--- src/rtl/mips_multicycle_ctrl.sv ---
// Multicycle MIPS control unit: main sequencing FSM plus ALU decoder.
// Outputs are Moore-decoded from the state; PCEn also uses Zero, and ALUControl/Illegal also use Funct.
module mips_multicycle_ctrl #(
  parameter int unsigned STATE_W = 4
) (
  input  logic               clk,
  input  logic               reset,
  input  logic [5:0]         Op,
  input  logic [5:0]         Funct,
  input  logic               Zero,
  output logic               MemWrite,
  output logic               IRWrite,
  output logic               RegWrite,
  output logic               PCEn,
  output logic               IorD,
  output logic               RegDst,
  output logic               MemtoReg,
  output logic               ALUSrcA,
  output logic [1:0]         ALUSrcB,
  output logic [1:0]         PCSrc,
  output logic [2:0]         ALUControl,
  output logic               Illegal,
  output logic [STATE_W-1:0] State
);

  typedef enum logic [STATE_W-1:0] {
    S_FETCH   = STATE_W'(0),
    S_DECODE  = STATE_W'(1),
    S_MEMADR  = STATE_W'(2),
    S_MEMRD   = STATE_W'(3),
    S_MEMWB   = STATE_W'(4),
    S_MEMWR   = STATE_W'(5),
    S_EXECUTE = STATE_W'(6),
    S_ALUWB   = STATE_W'(7),
    S_BRANCH  = STATE_W'(8),
    S_ADDIEX  = STATE_W'(9),
    S_ADDIWB  = STATE_W'(10),
    S_JUMP    = STATE_W'(11)
  } state_t;

  localparam logic [5:0] OP_RTYPE = 6'b000000;
  localparam logic [5:0] OP_LW    = 6'b100011;
  localparam logic [5:0] OP_SW    = 6'b101011;
  localparam logic [5:0] OP_BEQ   = 6'b000100;
  localparam logic [5:0] OP_ADDI  = 6'b001000;
  localparam logic [5:0] OP_J     = 6'b000010;

  state_t     r_state;
  state_t     w_next;
  state_t     w_dec_state;
  logic       w_pcwrite;
  logic       w_branch;
  logic       w_irwrite;
  logic       w_memwrite;
  logic       w_regwrite;
  logic       w_op_illegal;
  logic       w_funct_illegal;
  logic [1:0] w_aluop;

  // State register; reset overrides any transition.
  always_ff @(posedge clk) begin
    if (reset) r_state <= S_FETCH;
    else       r_state <= w_next;
  end

  assign State = r_state;

  // While reset is held the outputs present FETCH values with enables masked.
  assign w_dec_state = reset ? S_FETCH : r_state;

  // Next-state logic; Op is read directly from the held IR field.
  always_comb begin
    w_next       = S_FETCH;
    w_op_illegal = 1'b0;
    case (r_state)
      S_FETCH:  w_next = S_DECODE;
      S_DECODE: begin
        case (Op)
          OP_LW, OP_SW: w_next = S_MEMADR;
          OP_RTYPE:     w_next = S_EXECUTE;
          OP_BEQ:       w_next = S_BRANCH;
          OP_ADDI:      w_next = S_ADDIEX;
          OP_J:         w_next = S_JUMP;
          default: begin
            w_next       = S_FETCH;
            w_op_illegal = 1'b1;
          end
        endcase
      end
      S_MEMADR:  w_next = (Op == OP_SW) ? S_MEMWR : S_MEMRD;
      S_MEMRD:   w_next = S_MEMWB;
      S_EXECUTE: w_next = S_ALUWB;
      S_ADDIEX:  w_next = S_ADDIWB;
      default:   w_next = S_FETCH;
    endcase
  end

  // Moore output decode.
  always_comb begin
    w_pcwrite  = 1'b0;
    w_branch   = 1'b0;
    w_irwrite  = 1'b0;
    w_memwrite = 1'b0;
    w_regwrite = 1'b0;
    w_aluop    = 2'b00;
    IorD       = 1'b0;
    RegDst     = 1'b0;
    MemtoReg   = 1'b0;
    ALUSrcA    = 1'b0;
    ALUSrcB    = 2'b00;
    PCSrc      = 2'b00;
    case (w_dec_state)
      S_FETCH: begin
        ALUSrcB   = 2'b01;
        w_irwrite = 1'b1;
        w_pcwrite = 1'b1;
      end
      S_DECODE:  ALUSrcB = 2'b11;
      S_MEMADR: begin
        ALUSrcA = 1'b1;
        ALUSrcB = 2'b10;
      end
      S_MEMRD:   IorD = 1'b1;
      S_MEMWB: begin
        MemtoReg   = 1'b1;
        w_regwrite = 1'b1;
      end
      S_MEMWR: begin
        IorD       = 1'b1;
        w_memwrite = 1'b1;
      end
      S_EXECUTE: begin
        ALUSrcA = 1'b1;
        w_aluop = 2'b10;
      end
      S_ALUWB: begin
        RegDst     = 1'b1;
        w_regwrite = 1'b1;
      end
      S_BRANCH: begin
        ALUSrcA  = 1'b1;
        w_aluop  = 2'b01;
        PCSrc    = 2'b01;
        w_branch = 1'b1;
      end
      S_ADDIEX: begin
        ALUSrcA = 1'b1;
        ALUSrcB = 2'b10;
      end
      S_ADDIWB:  w_regwrite = 1'b1;
      S_JUMP: begin
        PCSrc     = 2'b10;
        w_pcwrite = 1'b1;
      end
      default: ;
    endcase
  end

  // ALU decoder; an unknown funct falls back to add and is flagged.
  always_comb begin
    ALUControl      = 3'b010;
    w_funct_illegal = 1'b0;
    case (w_aluop)
      2'b01: ALUControl = 3'b110;
      2'b10: begin
        case (Funct)
          6'b100000: ALUControl = 3'b010;
          6'b100010: ALUControl = 3'b110;
          6'b100100: ALUControl = 3'b000;
          6'b100101: ALUControl = 3'b001;
          6'b101010: ALUControl = 3'b111;
          default:   w_funct_illegal = 1'b1;
        endcase
      end
      default: ALUControl = 3'b010;
    endcase
  end

  assign Illegal  = ~reset & (w_op_illegal | w_funct_illegal);
  assign MemWrite = ~reset & w_memwrite;
  assign IRWrite  = ~reset & w_irwrite;
  assign RegWrite = ~reset & w_regwrite;
  assign PCEn     = ~reset & (w_pcwrite | (w_branch & Zero));

endmodule

--- config.mk ---
export PLATFORM = sky130hd
export DESIGN_NAME = mips_multicycle_ctrl
export DESIGN_NICKNAME = d
export VERILOG_FILES = /design/src/rtl/mips_multicycle_ctrl.sv
export SDC_FILE = /design/constraint.sdc
export NUM_CORES = 1
export LEC_CHECK = 0
export BUFFER_PORTS_ARGS = -buffer_cell sky130_fd_sc_hd__buf_2
export CAP_MARGIN = 10
export CORE_MARGIN = 5
export CORE_UTILIZATION = 42
export CTS_CLUSTER_DIAMETER = 60
export DETAILED_ROUTE_END_ITERATION = 10
export PLACE_DENSITY_LB_ADDON = 0.05
export SLEW_MARGIN = 20
export SYNTH_ARGS = -nofsm -noshare
export SYNTH_HDL_FRONTEND = slang
export SYNTH_SLANG_ARGS = --single-unit
--- constraint.sdc ---
create_clock -name clk -period 2.1 [get_ports clk]
set_input_delay 0.42 -clock clk [delete_from_list [all_inputs] [get_ports clk]]
set_output_delay 0.42 -clock clk [all_outputs]
set_load 0.01 [all_outputs]
==> reports/qor.csv, run 1 <==
stage,metric,value,unit
synth,synth_edf_count,0,
critical_path,crit_path_max_incr_delay,0.46,ns
drt,wl,1844,um
cts,clockBufferDepth,2,
die,die_area,0.002249,sq mm
sta,holdWs,0.5832,ns
cts,clk_pin_slew,0.04,ns
layout,post_route_cells_drive_above_1_share,0.4887,
drt,wl_per_cell,12.46,um
cts,htreeDepth,1,
synth,synth.avg_cell_area,6.534,sq um
critical_path,crit_path_top_delay_cell,or4_4,
placement,port-buffer-count,34,
cts,ctsHoldBuffers,0,
layout,postLayoutCoreUtil,0.6904,
drt,drc_errors,0,
sta,finalWorstSetupSlack,-0.1105,ns
layout,largest_reg_flops,4,
die,core_area,0.001318,sq mm
global_route,grt_pass1_vias,716,
critical_path,crit_path_max_fanout,4,
cts,clk_latency,0.23,ns
critical_path,cp-end-kind,output port,
die,initial_core_util,0.4463,
critical_path,required,1.68,ns
layout,design_area,909.6,sq um
drt,vias,796,
cts,cts_sinks,4,
die,die-height,47.42,um
drt,ant_nets,0,
sta,layout_min_cycle_time,2.210,ns
sta,max_slew_margin,0.6702,
synth,synth_nets,107,
synth,seq_area_frac_synth,0.1362,
global_route,grt_pass1_wl,2946,um
layout,antenna_cells,0,
synth,yosysUniqueCellTypes,38,
sta,fmax,452.4,MHz
drt,vias_per_cell,5.378,
critical_path,worstPathArrival,1.79,ns
power_and_ir_drop,power_density,292.1,mW/mm^2
synth,syn_area,588.1,sq um
cts,cts_tree,done,
run,cap_violations,0,
layout,num-nets-final,152,
sta,finalSetupViolCount,3,
placement,place_area,829.5,sq um
power_and_ir_drop,vdd.ir_drop.worst,0.0004812,V
outcome,status,"finished, violations left",
critical_path,path_cells,or2_1 -> or4_4 -> ha_4 -> a31oi_4 -> nand3b_1 -> buf_2,
worst_hold_path,hold_path.class,input port to flop,
sta,hold_viol,0,
layout,area_growth,54.68,%
die,die_w,47.42,um
sta,min_period_over_period,1.053,
cts,cts_buffers,3,
outcome,violations,setup timing,
global_route,grt_max_degree,17,
synth,synth_ff_type,dfxtp_1,
global_route,antenna_found_initial,0,
power_and_ir_drop,leakage,0.4187,nW
sta,slew_violations,0,
synth,yosys_register_bits,4,
sta,tightest_slew,0.4936,ns
sta,timing.clock.skew,0.002102,ns
placement,gp_congestion,0.8044,
critical_path,crit_path_start_kind,flop,
synth,ys_warn_count,0,
global_route,grt_usage,0.1792,
global_route,grt_overflow,0,
drt,drt_iter0_markers,17,
critical_path,setup.worst_path.class,flop to output port,
sta,rsz0062_at_grt,yes,
cts,root_buffer,clkbuf_4,
placement,hpwl,1487,um
synth,async_flop_share,0,
critical_path,reg2reg_slack,0.78,ns
drt,drtPass1Iterations,4,
die,pin_count,35,
synth,netlist_instances,90,
die,row_count,13,
==> per-layer routing <==
layer	track usage	wire length, um	vias up
met5	0	0	-
met4	0.01657	0	0
met3	0.04511	114	0
met2	0.3316	963	24
met1	0.2135	766	352
li1	-	-	420
==> synth_stat cells (all sizes together) (2+ instances only) <==
master	number	share of area
nand2	7	0.045
inv	4	0.026
buf	4	0.045
xor2	3	0.045
clkbuf	2	0.015
and3	2	0.023
a211oi	2	0.026
nand4	2	0.021
dfxtp	4	0.14
nand2b	2	0.034
o21ai	6	0.051
or2	2	0.021
nand3	3	0.026
nor3b	2	0.026
a21oi	8	0.068
ha	2	0.043
nor4	3	0.032
nor3	8	0.068
nor2	12	0.081
==> through the flow <==
step	total power, mW	setup slack (ns)	instances	TNS [ns]
global route	0.2935	-0.1831	148	-0.5385
CTS	0.2672	-0.1072	147	-0.3133
floorplan	0.1317	0.01171	90	0
finish	0.2657	-0.1105	148	-0.2913
global placement	0.1716	-0.03413	144	-0.05343
detailed placement	0.1727	-0.04181	144	-0.08261
==> final cells by class <==
class	count	area, sq um
repair buffers	46	260.3
well taps	15	18.77
inverters	4	15.01
clock buffers	3	22.52
fillers	120	407.9
flip-flops and latches	4	80.08
multi-input cells	76	513.0
==> where the power goes <==
| part | switching (mW) | internal [mW] |
|---|---|---|
| clock network | 0.0273 | 0.0636 |
| registers | 0.00271 | 0.0788 |
| logic | 0.0518 | 0.0415 |
| total | 0.0818 | 0.184 |
==> worst paths after layout <==
| check | cells past startpoint | end | from |
|---|---|---|---|
| max | 6 | ALUControl[1] | State[1]$_SDFF_PP0_ |
| min | 3 | State[3]$_SDFF_PP0_ | reset |
| max reg2reg | 6 | State[1]$_SDFF_PP0_ | State[1]$_SDFF_PP0_ |
| min reg2reg | 2 | State[0]$_SDFF_PP0_ | State[3]$_SDFF_PP0_ |
==> worst max-delay path: cells and delay by family (launching register included) <==
family | cells | cell delay [ns]
and+or+nand+nor | 3 | 0.79
DFF | 1 | 0.30
adders and majority gates | 1 | 0.21
buffers and inverters | 1 | 0.14
AOI/OAI and AO/OA | 1 | 0.13
==> repair_timing <==
item,in CTS,in global routing
endpoints found under the setup margin,4,4
gates cloned,0,0
gates resized for setup,5,5
setup buffers,0,1
==> logic make-up (layout without fill, tap and decap cells) <==
family / after synthesis / after routing / synth area share
and+or+nand+nor: 47 / 47 / 0.4298
AOI/OAI and AO/OA: 24 / 24 / 0.2617
buffers and inverters: 10 / 53 / 0.08508
DFF: 4 / 4 / 0.1362
xor gates and xnor gates: 3 / 3 / 0.04469
adders and majority gates: 2 / 2 / 0.04255
==> placed cells by master (no fill, tap or decap), types with 2 or more instances in the layout <==
master    Yosys  final
a211oi_1      2      2
nor4_1        3      3
nor2_1       11     10
inv_2         1      3
nor3b_1       2      2
o21ai_0       6      6
buf_2         3     34
nand3_1       3      2
dfxtp_1       4      4
nand4_1       2      2
nand2_1       7      7
a21oi_1       8      8
clkbuf_4      0      3
buf_4         0     12
nor2_2        1      2
ha_4          0      2
xor2_1        3      3
nor3_1        8      7
No activity file was read; power rests on OpenSTA's default activity.
==> run 2, diff against run 1 <==
--- a/config.mk
+++ b/config.mk
@@ -12,6 +12,7 @@
 export CTS_CLUSTER_DIAMETER = 60
 export DETAILED_ROUTE_END_ITERATION = 10
 export PLACE_DENSITY_LB_ADDON = 0.05
+export RECOVER_POWER = 100
 export SLEW_MARGIN = 20
 export SYNTH_ARGS = -nofsm -noshare
 export SYNTH_HDL_FRONTEND = slang
==> run 2 against run 1 <==
The run still ends with setup timing left. Maximum frequency grew 0.18%. Clock skew grew 0.0011 ns. Power shrank 0.42%. Worst setup slack gained 0.0040 ns. Non-clock buffer count is the same. Clock power grew 0.7%. Highest routed layer unchanged.
==> reports/qor.csv, run 2 (same netlist as run 1, synthesis figures left out) <==
stage,metric,value,unit
outcome,status,"finished, violations left",
outcome,violations,setup timing,
global_route,grt_pass1_vias,716,
die,die_area,0.002249,sq mm
sta,slew_violations,0,
worst_hold_path,hold_path.class,input port to flop,
drt,wl_per_cell,12.47,um
critical_path,setup.worst_path.class,flop to output port,
drt,vias,792,
layout,fillers,128,
critical_path,cp_num_buf_inv,1,
sta,max_slew_margin,0.6659,
run,cap_violations,0,
placement,gp_congestion,0.8044,
critical_path,crit_path_max_incr_delay,0.46,ns
sta,fmax,453.2,MHz
sta,layout_min_cycle_time,2.206,ns
die,initial_core_util,0.4463,
sta,timing.clock.skew,0.003193,ns
cts,clk_pin_slew,0.04,ns
die,die_w,47.42,um
critical_path,required,1.68,ns
drt,wl,1846,um
layout,antenna_cells,0,
critical_path,cp-end-kind,output port,
placement,port-buffer-count,34,
drt,ant_nets,0,
die,core_area,0.001318,sq mm
cts,cts_sinks,4,
sta,finalSetupTns,-0.2794,ns
sta,tightest_slew,0.5000,ns
layout,design_area,893.4,sq um
sta,holdWs,0.5816,ns
critical_path,path_cells,or2_1 -> or4_4 -> ha_4 -> a31oi_4 -> nand3b_1 -> buf_2,
critical_path,cp_top_family,simple AND/OR/NAND/NOR gates,
layout,final_cell_mix,"32 x buf_2, 10 x nor2_1, 10 x buf_4, 8 x a21oi_1",
layout,largest_reg_flops,4,
global_route,grt_max_degree,17,
die,row_count,13,
cts,root_buffer,clkbuf_4,
placement,place_area,829.5,sq um
power_and_ir_drop,leakage,0.4037,nW
drt,drtPass1Iterations,4,
cts,clockBufferDepth,2,
critical_path,crit_path_start_kind,flop,
die,pin_count,35,
sta,finalWorstSetupSlack,-0.1065,ns
layout,area_growth,51.91,%
die,die-height,47.42,um
power_and_ir_drop,total_power,0.2646,mW
layout,final_common_cell,buf_2,
placement,hpwl,1487,um
layout,num-nets-final,152,
cts,clk_latency,0.23,ns
sta,rsz0062_at_grt,yes,
power_and_ir_drop,power_density,296.2,mW/mm^2
drt,vias_per_cell,5.351,
power_and_ir_drop,vdd.ir_drop.worst,0.0004823,V
layout,post_route_cells_drive_above_1_share,0.4511,
layout,regArea,80.08,sq um
drt,drt_iter0_markers,17,
drt,drc_errors,0,
global_route,grt_usage,0.1792,
critical_path,worstPathArrival,1.79,ns
layout,multi_input_area,506.7,sq um
global_route,grt_pass1_wl,2946,um
sta,hold_viol,0,
cts,cts_buffers,3,
global_route,grt_overflow,0,
cts,cts_tree,done,
cts,htreeDepth,1,
critical_path,crit_path_top_delay_cell,or4_4,
global_route,antenna_found_initial,0,
sta,min_period_over_period,1.051,
sta,finalSetupViolCount,3,
critical_path,crit_path_max_fanout,4,
-- run 2: layer usage --
layer / track usage / up-vias / share of wire
li1: - / 418 / -
met1: 0.2135 / 355 / 0.42
met2: 0.3316 / 19 / 0.52
met3: 0.04511 / 0 / 0.054
met4: 0.01657 / 0 / 0
met5: 0 / - / 0
-- run 2: through the flow --
stage	std cells	setup slack (ns)	util
floorplan	90	0.01171	-
global route	148	-0.1818	0.6781
CTS	147	-0.1072	0.6648
global placement	144	-0.03413	0.6296
finish	148	-0.1065	0.6781
detailed placement	144	-0.04181	0.6296
-- run 2: repair_timing --
item / in CTS / in global routing
buffers inserted: 0 / 1
hold buffers: 0 / 0
resized for setup: 5 / 5
endpoints found under the hold margin: 0 / 0
endpoints found under the setup margin: 4 / 4
-- run 2: cell type report --
cell class | count | area share
clock buffer | 3 | 0.02521
multi-input combinational | 76 | 0.5672
sequential | 4 | 0.08964
tap | 15 | 0.02101
timing repair buffer | 46 | 0.2801
inverter | 4 | 0.01681
-- run 2: tightest hold or removal path: cells and delay by family --
| kind | cells | cell delay, ns |
|---|---|---|
| buf+inv | 2 | 0.28 |
| simple gates | 1 | 0.05 |
-- run 2: where the power goes --
| part | leakage, nW | switching, mW | internal [mW] |
|---|---|---|---|
| Sequential | 0.0326 | 0.00268 | 0.0788 |
| Clock | 0.0138 | 0.0278 | 0.0637 |
| Combinational | 0.357 | 0.0510 | 0.0406 |
| Total | 0.404 | 0.0815 | 0.183 |
-- run 2: final timing paths --
kind | startpoint | to | slack (ns) | cells after the start
setup / recovery | State[1]$_SDFF_PP0_ | ALUControl[1] | -0.11 | 6
hold / removal | reset | State[0]$_SDFF_PP0_ | 0.58 | 3
setup reg to reg | State[1]$_SDFF_PP0_ | State[1]$_SDFF_PP0_ | 0.78 | 6
hold reg to reg | State[3]$_SDFF_PP0_ | State[3]$_SDFF_PP0_ | 0.63 | 3
==> run 3, diff against run 2 <==
==> constraint.sdc (replaced) <==
create_clock -name clk -period 2.1 [get_ports clk]
set_input_delay 0.42 -clock clk [delete_from_list [all_inputs] [get_ports clk]]
set_output_delay 0.42 -clock clk [all_outputs]
set_load 0.1 [all_outputs]
==> run 3 against run 2 <==
The run now fails in clock tree synthesis (4_1_cts). Synthesized area is the same. Synthesized cell count is the same.
==> reports/qor.csv, run 3 <==
stage,metric,value,unit
outcome,status,aborted with a tool error,
outcome,stop_stage,clock tree synthesis (4_1_cts),
outcome,error,"[ERROR DPL-0038] Utilization greater than 100%, impossible to legalize",
synth,ys_warn_count,0,
synth,synth.top_cell.area_share,0.1362,
placement,place_ws,-0.3000,ns
synth,yosys_register_bits,4,
cts,cts_setup_buffers,1,
cts,ctsHoldBuffers,0,
die,pin_count,35,
synth,yosysMostFrequentCell,nor2_1,
synth,synth_largest_area_cell,dfxtp_1,
cts,root_buffer,clkbuf_4,
cts,clockBufferDepth,2,
synth,yosys-top-cells-area,"dfxtp_1 14%, nor2_1 7.0%, a21oi_1 6.8%",
placement,hpwl,2465,um
synth,synth.avg_cell_area,6.534,sq um
synth,netlist_instances,90,
cts,cts_resized,13,
synth,yosysUniqueCellTypes,38,
cts,cts_sinks,4,
synth,seq_area_frac_synth,0.1362,
die,initial_core_util,0.4463,
synth,synth_nets,107,
placement,place_area,0.001274,sq mm
synth,synth_ff_type,dfxtp_1,
synth,synth_common_cells,"11 x nor2_1, 8 x a21oi_1, 8 x nor3_1",
placement,gp_congestion,0.8451,
cts,htreeDepth,1,
die,die_w,47.42,um
synth,synth_edf_count,0,
placement,port-buffer-count,34,
cts,cts_buffers,3,
placement,dp_cells,151,
synth,syn_area,588.1,sq um
die,die-height,47.42,um
synth,async_flop_share,0,
die,row_count,13,
==> run 3: cell families after synthesis <==
group,Yosys count,synth area share
AOI/OAI and AO/OA,24,0.2617
xor gates and xnor gates,3,0.04469
adders and majority gates,2,0.04255
buffers and inverters,10,0.08508
DFF,4,0.1362
and+or+nand+nor,47,0.4298
==> run 3: metrics by stage <==
stage | TNS (ns) | hold slack (ns)
after floorplan | -3.855 | 0.4796
after global placement | -0.7369 | 0.6055
after detailed placement | -1.053 | 0.6284
==> run 4, diff against run 3 <==
--- a/config.mk
+++ b/config.mk
@@ -7,11 +7,10 @@
 export LEC_CHECK = 0
 export BUFFER_PORTS_ARGS = -buffer_cell sky130_fd_sc_hd__buf_2
 export CAP_MARGIN = 10
-export CORE_MARGIN = 5
-export CORE_UTILIZATION = 42
-export CTS_CLUSTER_DIAMETER = 60
+export CORE_AREA = 5 5 66 68
 export DETAILED_ROUTE_END_ITERATION = 10
-export PLACE_DENSITY_LB_ADDON = 0.05
+export DIE_AREA = 0 0 71 73
+export PLACE_DENSITY_LB_ADDON = 0.15
 export RECOVER_POWER = 100
 export SLEW_MARGIN = 20
 export SYNTH_ARGS = -nofsm -noshare
==> run 4 against run 3 <==
The flow now finishes, with violations (setup timing).
==> reports/qor.csv, run 4 (same netlist as run 1, synthesis figures left out) <==
stage,metric,value,unit
run,cap_violations,0,
global_route,grt_pass1_vias,801,
layout,final_common_cell,buf_2,
power_and_ir_drop,vdd.ir_drop.worst,0.0002633,V
cts,root_buffer,clkbuf_8,
layout,num-nets-final,155,
global_route,grt_overflow,0,
sta,timing.clock.skew,0.003069,ns
die,pin_count,35,
cts,clk_pin_slew,0.03,ns
layout,fillers,408,
die,die-height,73,um
layout,postLayoutCoreUtil,0.3459,
layout,final_cell_mix,"13 x buf_2, 10 x buf_12, 10 x buf_4, 8 x clkbuf_2, 7 x a21oi_1",
sta,min_period_over_period,1.133,
sta,max_slew_margin,0.6340,
cts,clockBufferDepth,2,
die,core_area,0.003799,sq mm
sta,layout_min_cycle_time,2.380,ns
sta,finalWorstSetupSlack,-0.2795,ns
layout,antenna_cells,0,
global_route,grt_usage,0.08635,
sta,hold_viol,0,
layout,post_route_cells_drive_above_1_share,0.6176,
critical_path,cp-end-kind,output port,
cts,clk_latency,0.21,ns
sta,slew_violations,0,
drt,drtPass1Iterations,4,
power_and_ir_drop,total_power,0.4256,mW
global_route,grt_pass1_wl,3622,um
die,die_w,71,um
placement,hpwl,1815,um
layout,multi_input_area,626.9,sq um
cts,cts_sinks,4,
sta,finalSetupTns,-0.9164,ns
layout,stdcell_count,186,
sta,rsz0062_at_grt,yes,
placement,place_ws,-0.2644,ns
critical_path,crit_path_start_kind,flop,
die,row_count,23,
worst_hold_path,hold_path.class,input port to flop,
layout,area_growth,123.4,%
drt,wl_per_cell,11.85,um
sta,tightest_slew,0.5513,ns
drt,vias_per_cell,4.425,
drt,vias,823,
drt,wl,2205,um
critical_path,worstPathArrival,1.96,ns
cts,cts_tree,done,
placement,gp_congestion,0.7602,
critical_path,crit_path_max_fanout,2,
critical_path,required,1.68,ns
die,die_area,0.005183,sq mm
placement,port-buffer-count,34,
drt,ant_nets,0,
power_and_ir_drop,power_density,323.9,mW/mm^2
drt,drc_errors,0,
global_route,grt_max_degree,17,
power_and_ir_drop,leakage,0.4949,nW
outcome,status,"finished, violations left",
sta,fmax,420.3,MHz
global_route,antenna_found_initial,0,
layout,regArea,95.09,sq um
die,initial_core_util,0.1548,
layout,largest_reg_flops,4,
sta,finalSetupViolCount,5,
cts,htreeDepth,1,
drt,drt_iter0_markers,13,
outcome,violations,setup timing,
critical_path,setup.worst_path.class,flop to output port,
placement,dp_cells,182,
cts,cts_buffers,3,
[run 4: critical path: stages, from the launching register on]
cell,delay (ns)
dfxtp_4,0.33
or2_1,0.24
or4_4,0.45
buf_6,0.14
clkinvlp_4,0.07
ha_4,0.14
a31oi_4,0.04
nand3b_1,0.15
buf_12,0.19
[run 4: worst paths after layout]
path,start,endpoint,slack [ns],cells after the start
max,State[1]$_SDFF_PP0_,ALUControl[1],-0.28,8
min,Op[4],State[3]$_SDFF_PP0_,0.62,4
max reg2reg,State[1]$_SDFF_PP0_,State[1]$_SDFF_PP0_,0.77,6
min reg2reg,State[2]$_SDFF_PP0_,State[3]$_SDFF_PP0_,0.62,2
[run 4: routing by layer]
| metal | vias to the layer above | share of wire | GRT usage |
|---|---|---|---|
| met5 | - | 0 | 0 |
| met4 | 0 | 0.0054 | 0.02505 |
| met3 | 2 | 0.055 | 0.01928 |
| met2 | 24 | 0.53 | 0.1565 |
| met1 | 373 | 0.41 | 0.1016 |
| li1 | 424 | - | - |
[run 4: layout make-up]
cell class,count,area share
Inverter,4,0.01619
Multi-Input combinational cell,76,0.4771
Timing Repair Buffer,49,0.3552
Tap cell,50,0.04762
Sequential cell,4,0.07238
Clock buffer,3,0.03143
[run 4: where the power goes]
| group | internal (mW) | total (mW) | switching (mW) |
|---|---|---|---|
| combinational | 0.0647 | 0.193 | 0.128 |
| clock | 0.122 | 0.155 | 0.0337 |
| sequential | 0.0754 | 0.0772 | 0.00181 |
| total | 0.262 | 0.426 | 0.164 |
[run 4: stage by stage]
step	hold WS [ns]	area, sq um
6_report	0.6157	1314
5_1_grt	0.6452	1314
4_1_cts	0.6051	1351
3_5_place_dp	0.6081	1287
3_3_place_gp	0.6128	1287
2_1_floorplan	0.4796	757.0
[run 4: timing repair]
| item | 4_1_cts | 5_1_grt |
|---|---|---|
| pin swaps | 2 | 2 |
| setup buffers | 0 | 1 |
| hold buffers | 0 | 0 |
| endpoints found under the setup margin | 5 | 6 |
| gates resized for setup | 5 | 11 |
